`config.mk`:
```
export PLATFORM = sky130hd
export DESIGN_NAME = fan_speed_ctrl
export DESIGN_NICKNAME = d
export VERILOG_FILES = /design/src/rtl/fan_speed_ctrl.sv
export SDC_FILE = /design/constraint.sdc
export NUM_CORES = 1
export LEC_CHECK = 0
export CORE_AREA = 5 5 87 89
export DETAILED_ROUTE_END_ITERATION = 10
export DIE_AREA = 0 0 92 94
export PLACE_DENSITY_LB_ADDON = 0.08
export SYNTH_ARGS = -nofsm -noshare
export SYNTH_HDL_FRONTEND = slang
export SYNTH_SLANG_ARGS = --single-unit
```
`constraint.sdc`:
```
create_clock -name i_100kHz -period 3.4 [get_ports i_100kHz]
set_input_delay 0.68 -clock i_100kHz [delete_from_list [all_inputs] [get_ports i_100kHz]]
set_output_delay 0.68 -clock i_100kHz [all_outputs]
set_load 0.02 [all_outputs]
```
`src/rtl/fan_speed_ctrl.sv`:
```
// Fan speed front end: four debounced panel buttons set a 0-3 speed level, with an optional auto-off timer (FAN_TIMER_EN).
// Raw press to registered outputs is exactly DEBOUNCE_CNT+3 cycles; there is no backpressure and presses are never stalled.
module fan_speed_ctrl #(
  parameter int DEBOUNCE_CNT = 2000,
  parameter int TICK_DIV     = 100000,
  parameter int TIMER_STEP_S = 60
) (
  input  logic       i_100kHz,
  input  logic       i_rst_n,
  input  logic       i_btn_up,
  input  logic       i_btn_down,
  input  logic       i_btn_off,
  input  logic       i_btn_timer,
  output logic [1:0] o_FANspeed,
  output logic [1:0] o_timer_sel,
  output logic       o_timer_active,
  output logic       o_event
);

`ifdef FAN_TIMER_EN
  localparam int NB = 4;
`else
  localparam int NB = 3;
`endif
  localparam int DW = $clog2(DEBOUNCE_CNT + 1);
  localparam logic [DW-1:0] DB_LAST = DW'(DEBOUNCE_CNT - 1);

  logic [NB-1:0] raw;
  logic [NB-1:0] sync1_q, sync1_d, sync2_q, sync2_d;
  logic [NB-1:0] lvl_q, lvl_d, lvl_last_q, lvl_last_d, press_q, press_d;
  logic [DW-1:0] cnt_q [NB];
  logic [DW-1:0] cnt_d [NB];
  logic [1:0]    speed_q, speed_d;
  logic          event_q, event_d;
  logic          up_p, dn_p, off_p;
  logic          expire, sel_chg;

`ifdef FAN_TIMER_EN
  assign raw = {i_btn_timer, i_btn_off, i_btn_down, i_btn_up};
`else
  logic unused_btn_timer;
  assign unused_btn_timer = i_btn_timer;
  assign raw = {i_btn_off, i_btn_down, i_btn_up};
`endif

  assign up_p  = press_q[0];
  assign dn_p  = press_q[1];
  assign off_p = press_q[2];

  // Count the final mismatching cycle too, so the level flips on the DEBOUNCE_CNT-th one.
  always_comb begin
    sync1_d    = raw;
    sync2_d    = sync1_q;
    lvl_last_d = lvl_q;
    press_d    = lvl_q & ~lvl_last_q;
    lvl_d      = lvl_q;
    for (int b = 0; b < NB; b++) begin
      cnt_d[b] = '0;
      if (sync2_q[b] != lvl_q[b]) begin
        if (cnt_q[b] == DB_LAST) lvl_d[b] = sync2_q[b];
        else                     cnt_d[b] = cnt_q[b] + 1'b1;
      end
    end
  end

  always_comb begin
    speed_d = speed_q;
    if (expire || off_p) begin
      speed_d = 2'd0;
    end else if (up_p && dn_p) begin
      speed_d = speed_q;
    end else if (up_p) begin
      if (speed_q != 2'd3) speed_d = speed_q + 2'd1;
    end else if (dn_p) begin
      if (speed_q != 2'd0) speed_d = speed_q - 2'd1;
    end
    event_d = !expire && ((speed_d != speed_q) || sel_chg);
  end

  always_ff @(posedge i_100kHz or negedge i_rst_n) begin
    if (!i_rst_n) begin
      sync1_q    <= '0;
      sync2_q    <= '0;
      lvl_q      <= '0;
      lvl_last_q <= '0;
      press_q    <= '0;
      for (int b = 0; b < NB; b++) cnt_q[b] <= '0;
      speed_q    <= 2'd0;
      event_q    <= 1'b0;
    end else begin
      sync1_q    <= sync1_d;
      sync2_q    <= sync2_d;
      lvl_q      <= lvl_d;
      lvl_last_q <= lvl_last_d;
      press_q    <= press_d;
      cnt_q      <= cnt_d;
      speed_q    <= speed_d;
      event_q    <= event_d;
    end
  end

  assign o_FANspeed = speed_q;
  assign o_event    = event_q;

`ifdef FAN_TIMER_EN
  localparam int PW = (TICK_DIV > 1) ? $clog2(TICK_DIV) : 1;
  localparam int RW = $clog2(3 * TIMER_STEP_S + 1);
  localparam logic [PW-1:0] P_LAST = PW'(TICK_DIV - 1);

  logic [1:0]    sel_q, sel_d;
  logic [RW-1:0] rem_q, rem_d;
  logic [PW-1:0] presc_q, presc_d;
  logic          active_q, active_d;
  logic          tmr_p;

  assign tmr_p   = press_q[3];
  assign expire  = (sel_q != 2'd0) && (presc_q == P_LAST) && (rem_q == RW'(1));
  assign sel_chg = (sel_d != sel_q);

  always_comb begin
    sel_d   = sel_q;
    rem_d   = rem_q;
    presc_d = presc_q;
    if (sel_q != 2'd0) begin
      if (presc_q == P_LAST) begin
        presc_d = '0;
        rem_d   = rem_q - 1'b1;
      end else begin
        presc_d = presc_q + 1'b1;
      end
    end
    if (tmr_p && (speed_q != 2'd0)) begin
      sel_d   = sel_q + 2'd1;
      presc_d = '0;
      case (sel_d)
        2'd1:    rem_d = RW'(TIMER_STEP_S);
        2'd2:    rem_d = RW'(2 * TIMER_STEP_S);
        2'd3:    rem_d = RW'(3 * TIMER_STEP_S);
        default: rem_d = '0;
      endcase
    end
    // Landing on speed 0 always disarms, even if a timer press arrived alongside.
    if (speed_d == 2'd0) begin
      sel_d   = 2'd0;
      rem_d   = '0;
      presc_d = '0;
    end
    active_d = (sel_d != 2'd0);
  end

  always_ff @(posedge i_100kHz or negedge i_rst_n) begin
    if (!i_rst_n) begin
      sel_q    <= 2'd0;
      rem_q    <= '0;
      presc_q  <= '0;
      active_q <= 1'b0;
    end else begin
      sel_q    <= sel_d;
      rem_q    <= rem_d;
      presc_q  <= presc_d;
      active_q <= active_d;
    end
  end

  assign o_timer_sel    = sel_q;
  assign o_timer_active = active_q;
`else
  assign expire         = 1'b0;
  assign sel_chg        = 1'b0;
  assign o_timer_sel    = 2'd0;
  assign o_timer_active = 1'b0;
`endif

endmodule

```
==> metrics.yaml <==
run_status: "complete, no violations"
critPathKind: "register to primary output"
vias: 1448
drt_pass1_iterations: 4
synth.distinct_cells: 36
maximum_root_to_sink_buffer_count: 2
place_ws_ns: 1.60
drt.antenna.violating_nets: 0
drt_first_iter_violations: 14
adder_cell_share_of_the_synthesized_area: 0.0166
totalNegativeSetupSlack_ns: 0
core_region_area_mm2: 0.00668
dp_hpwl_mm: 2.59
synth_top_cell_area_share: 0.565
grt_overflow_total: 0
fmaxAchievable_ghz: 0.487
combPwrFrac: 0.041
muxShareOfSynthArea: 0.0150
finalCritPeriodShare: 0.603
cp_slowest_stage_delay_ns: 0.64
cp_top_family: "buffers and inverters"
routed_wire_per_std_cell_um: 12.2
grt_pass1_wl_mm: 6.59
post_cts_buffers: 0
switching_share: 0.212
synthToLayoutAreaGrowth_pct: 12.3
reported_leakage_power_nw: 1.09
layout_min_cycle_time_ns: 2.05
setup.worst_path.end_class: "primary output"
antenna_cells: 0
seq_area_frac_synth: 0.565
holdCritPathClass: "register to register"
fill_cells: 676
register_to_register_path_setup_slack_ns: 1.58
wl_mm: 3.76
timing.final.ws_setup_ns: 1.35
power.share.sequential: 0.569
relSlewSlack: 0.620
vias_per_cell: 4.70
synth_cells: 213
switchingPower_w: 0.000235
peakVddDrop_mv: 0.249
chipWidth_um: 92
initial_utilization: 0.338
startpoint: "o_FANspeed[1]"
number_of_maximum_capacitance_violations: 0
worstPathRequired_ns: 2.72
numClockSinks: 51
post_synth_instance_area_mm2: 0.00226
synth_seq_cells: 51
globalplace.congestion: 0.755
nNetsFinal: 236
max_slew.worst_pin.slew_ns: 0.570
cp_max_fo: 7
synth_simple_gate_area_frac: 0.215
cts.repair.resized: 0
gr-usage-all-layers: 0.0962
cts-hold-fix-buffers: 0
post_synth_main_area_contributors: "sky130_fd_sc_hd__dfrtp_1 56%, sky130_fd_sc_hd__nor2_1 5.8%, sky130_fd_sc_hd__xnor2_1 5.0%"
syn-mean-instance-area_um2: 10.6
rsz_0062_raised_after_global_routing: "false"
critical_path_buf_inv_count: 1
tritoncts_clock_tree: "built"
clockRootBuffer: "sky130_fd_sc_hd__clkbuf_8"
port_buffers: 7
synth_compound_gate_area_share: 0.0803
cts_inserted_buffers: 5
hp-start: "sync1_q[1]"
cellPowerDensity_mw_per_mm2: 436
crit_path_cell_trace: "clkdlybuf4s50_1"
worstReg2RegStart: "cnt_q[22]"
synthXorXnorAreaFrac: 0.0853
cell_internal_pwr_w: 0.000872
via_count_of_the_first_global_routing_pass: 1448
finalHoldViolations: 0
final_layout_size_suffix_gt1_frac: 0.101
io-pin-count: 12
height_of_the_chip_um: 94
setup_viol: 0
drv_slew: 0
critical_path_startpoint_category: "register"
synth-warning-count: 0
detail_route.drc_violations: 0
num_rows: 30
antenna_found_initial: 0
critical_path_s_slowest_cell: "sky130_fd_sc_hd__clkdlybuf4s50_1"
clock_power_share: 0.391
synthDominantAreaCellType: "sky130_fd_sc_hd__dfrtp_1"
htree_num_levels: 2
timing.critical_path.arrival_ns: 1.37
worstSkewPairLatency_ns: 0.30
clkTransAtPathRegs_ns: 0.09
timing.clock.skew_ns: 0.00892
grt_max_degree: 26
die_area_mm2: 0.00865
largest_family_of_logic_cells_by_synthesized_area: "simple AND/OR/NAND/NOR gates"
## state kept, by name, indices dropped and copies added, names as in the netlist
register / count
lvl_last_d: 3
o_FANspeed: 2
lvl_last_q: 3
sync2_q: 3
sync1_q: 3
cnt_q: 33
press_q: 3
o_event: 1
## cell type report
class | count | area [um^2] | area share
Clock buffer | 6 | 82.6 | 0.0325
Clock inverter | 2 | 35.0 | 0.0138
Inverter | 6 | 22.5 | 0.00887
Multi-Input combinational cell | 154 | 942 | 0.371
Sequential cell | 51 | 1280 | 0.503
Timing Repair Buffer | 9 | 80.1 | 0.0315
Tap cell | 80 | 100 | 0.0394
## stage by stage
step | instance area [um^2] | hold WS (ns) | utilization | total power, W | instances
after CTS | 2540 | 0.356 | 0.380 | 0.00114 | 308
after floorplan | 2270 | 0.331 | - | 0.000666 | 215
after global routing | 2540 | 0.356 | 0.380 | 0.00117 | 308
after detailed placement | 2420 | 0.335 | 0.362 | 0.000690 | 300
final | 2540 | 0.354 | 0.380 | 0.00111 | 308
after global placement | 2420 | 0.334 | 0.362 | 0.000690 | 300
## power by group through the flow
stage / Clock, W / Combinational (W) / Sequential, W
after global routing: 0.000485 / 0.0000545 / 0.000632
after CTS: 0.000460 / 0.0000477 / 0.000630
after global placement: 0 / 0.0000478 / 0.000642
final: 0.000433 / 0.0000453 / 0.000630
after floorplan: 0 / 0.0000268 / 0.000639
after detailed placement: 0 / 0.0000478 / 0.000642
## cells in the final DEF, fill, tap and decap left out, types with 3 or more instances in the layout
cell type	n
sky130_fd_sc_hd__and3_1	3
sky130_fd_sc_hd__nand4_1	5
sky130_fd_sc_hd__nor2_1	35
sky130_fd_sc_hd__xnor2_1	13
sky130_fd_sc_hd__ha_1	3
sky130_fd_sc_hd__nand2b_1	3
sky130_fd_sc_hd__or3_1	4
sky130_fd_sc_hd__nor2b_1	4
sky130_fd_sc_hd__dfrtp_1	51
sky130_fd_sc_hd__conb_1	3
sky130_fd_sc_hd__nand2_1	13
sky130_fd_sc_hd__clkdlybuf4s50_1	6
sky130_fd_sc_hd__mux2_2	3
sky130_fd_sc_hd__inv_1	6
sky130_fd_sc_hd__nand3_1	15
sky130_fd_sc_hd__a21oi_1	6
sky130_fd_sc_hd__a31oi_1	9
sky130_fd_sc_hd__xor2_1	9
sky130_fd_sc_hd__clkbuf_8	6
sky130_fd_sc_hd__o21ai_0	6
## routing by layer
| metal | GRT usage | vias to the layer above | wire (um) |
|---|---|---|---|
| met2 | 0.151 | 15 | 1640 |
| met5 | 0 | - | 0 |
| li1 | - | 757 | - |
| met4 | 0.0371 | 0 | 51 |
| met3 | 0.0272 | 4 | 126 |
| met1 | 0.126 | 672 | 1940 |
## synth_stat cells (all sizes together)
cell,n
nor4,2
buf,3
a211oi,2
and3,7
nand3b,1
mux2,3
conb,1
a32oi,1
nand2b,3
xor2,9
o22ai,1
and4,2
nor3,1
nor2b,4
nor2,35
nand2,14
inv,6
a31oi,9
xnor2,13
o21ai,7
nand3,16
dfrtp,51
o211ai,1
ha,3
a21oi,6
nand4,5
clkbuf,1
o21bai,2
or3,4
## cell families after synthesis
group,after synthesis
flops,51
simple gates,94
fa+ha+maj,3
other cells,1
compound gates,29
mux,3
buf+inv,10
xor+xnor,22
## final timing paths
path | endpoint | cells past startpoint
max | o_FANspeed[1] | 1
max reg2reg | lvl_last_d[0] | 5
min in group asynchronous | o_FANspeed[1] | 1
min reg2reg | sync2_q[1] | 0
max in group asynchronous | cnt_q[5] | 2
min | sync2_q[1] | 0
Note: power is estimated with default switching activity, not from simulation.
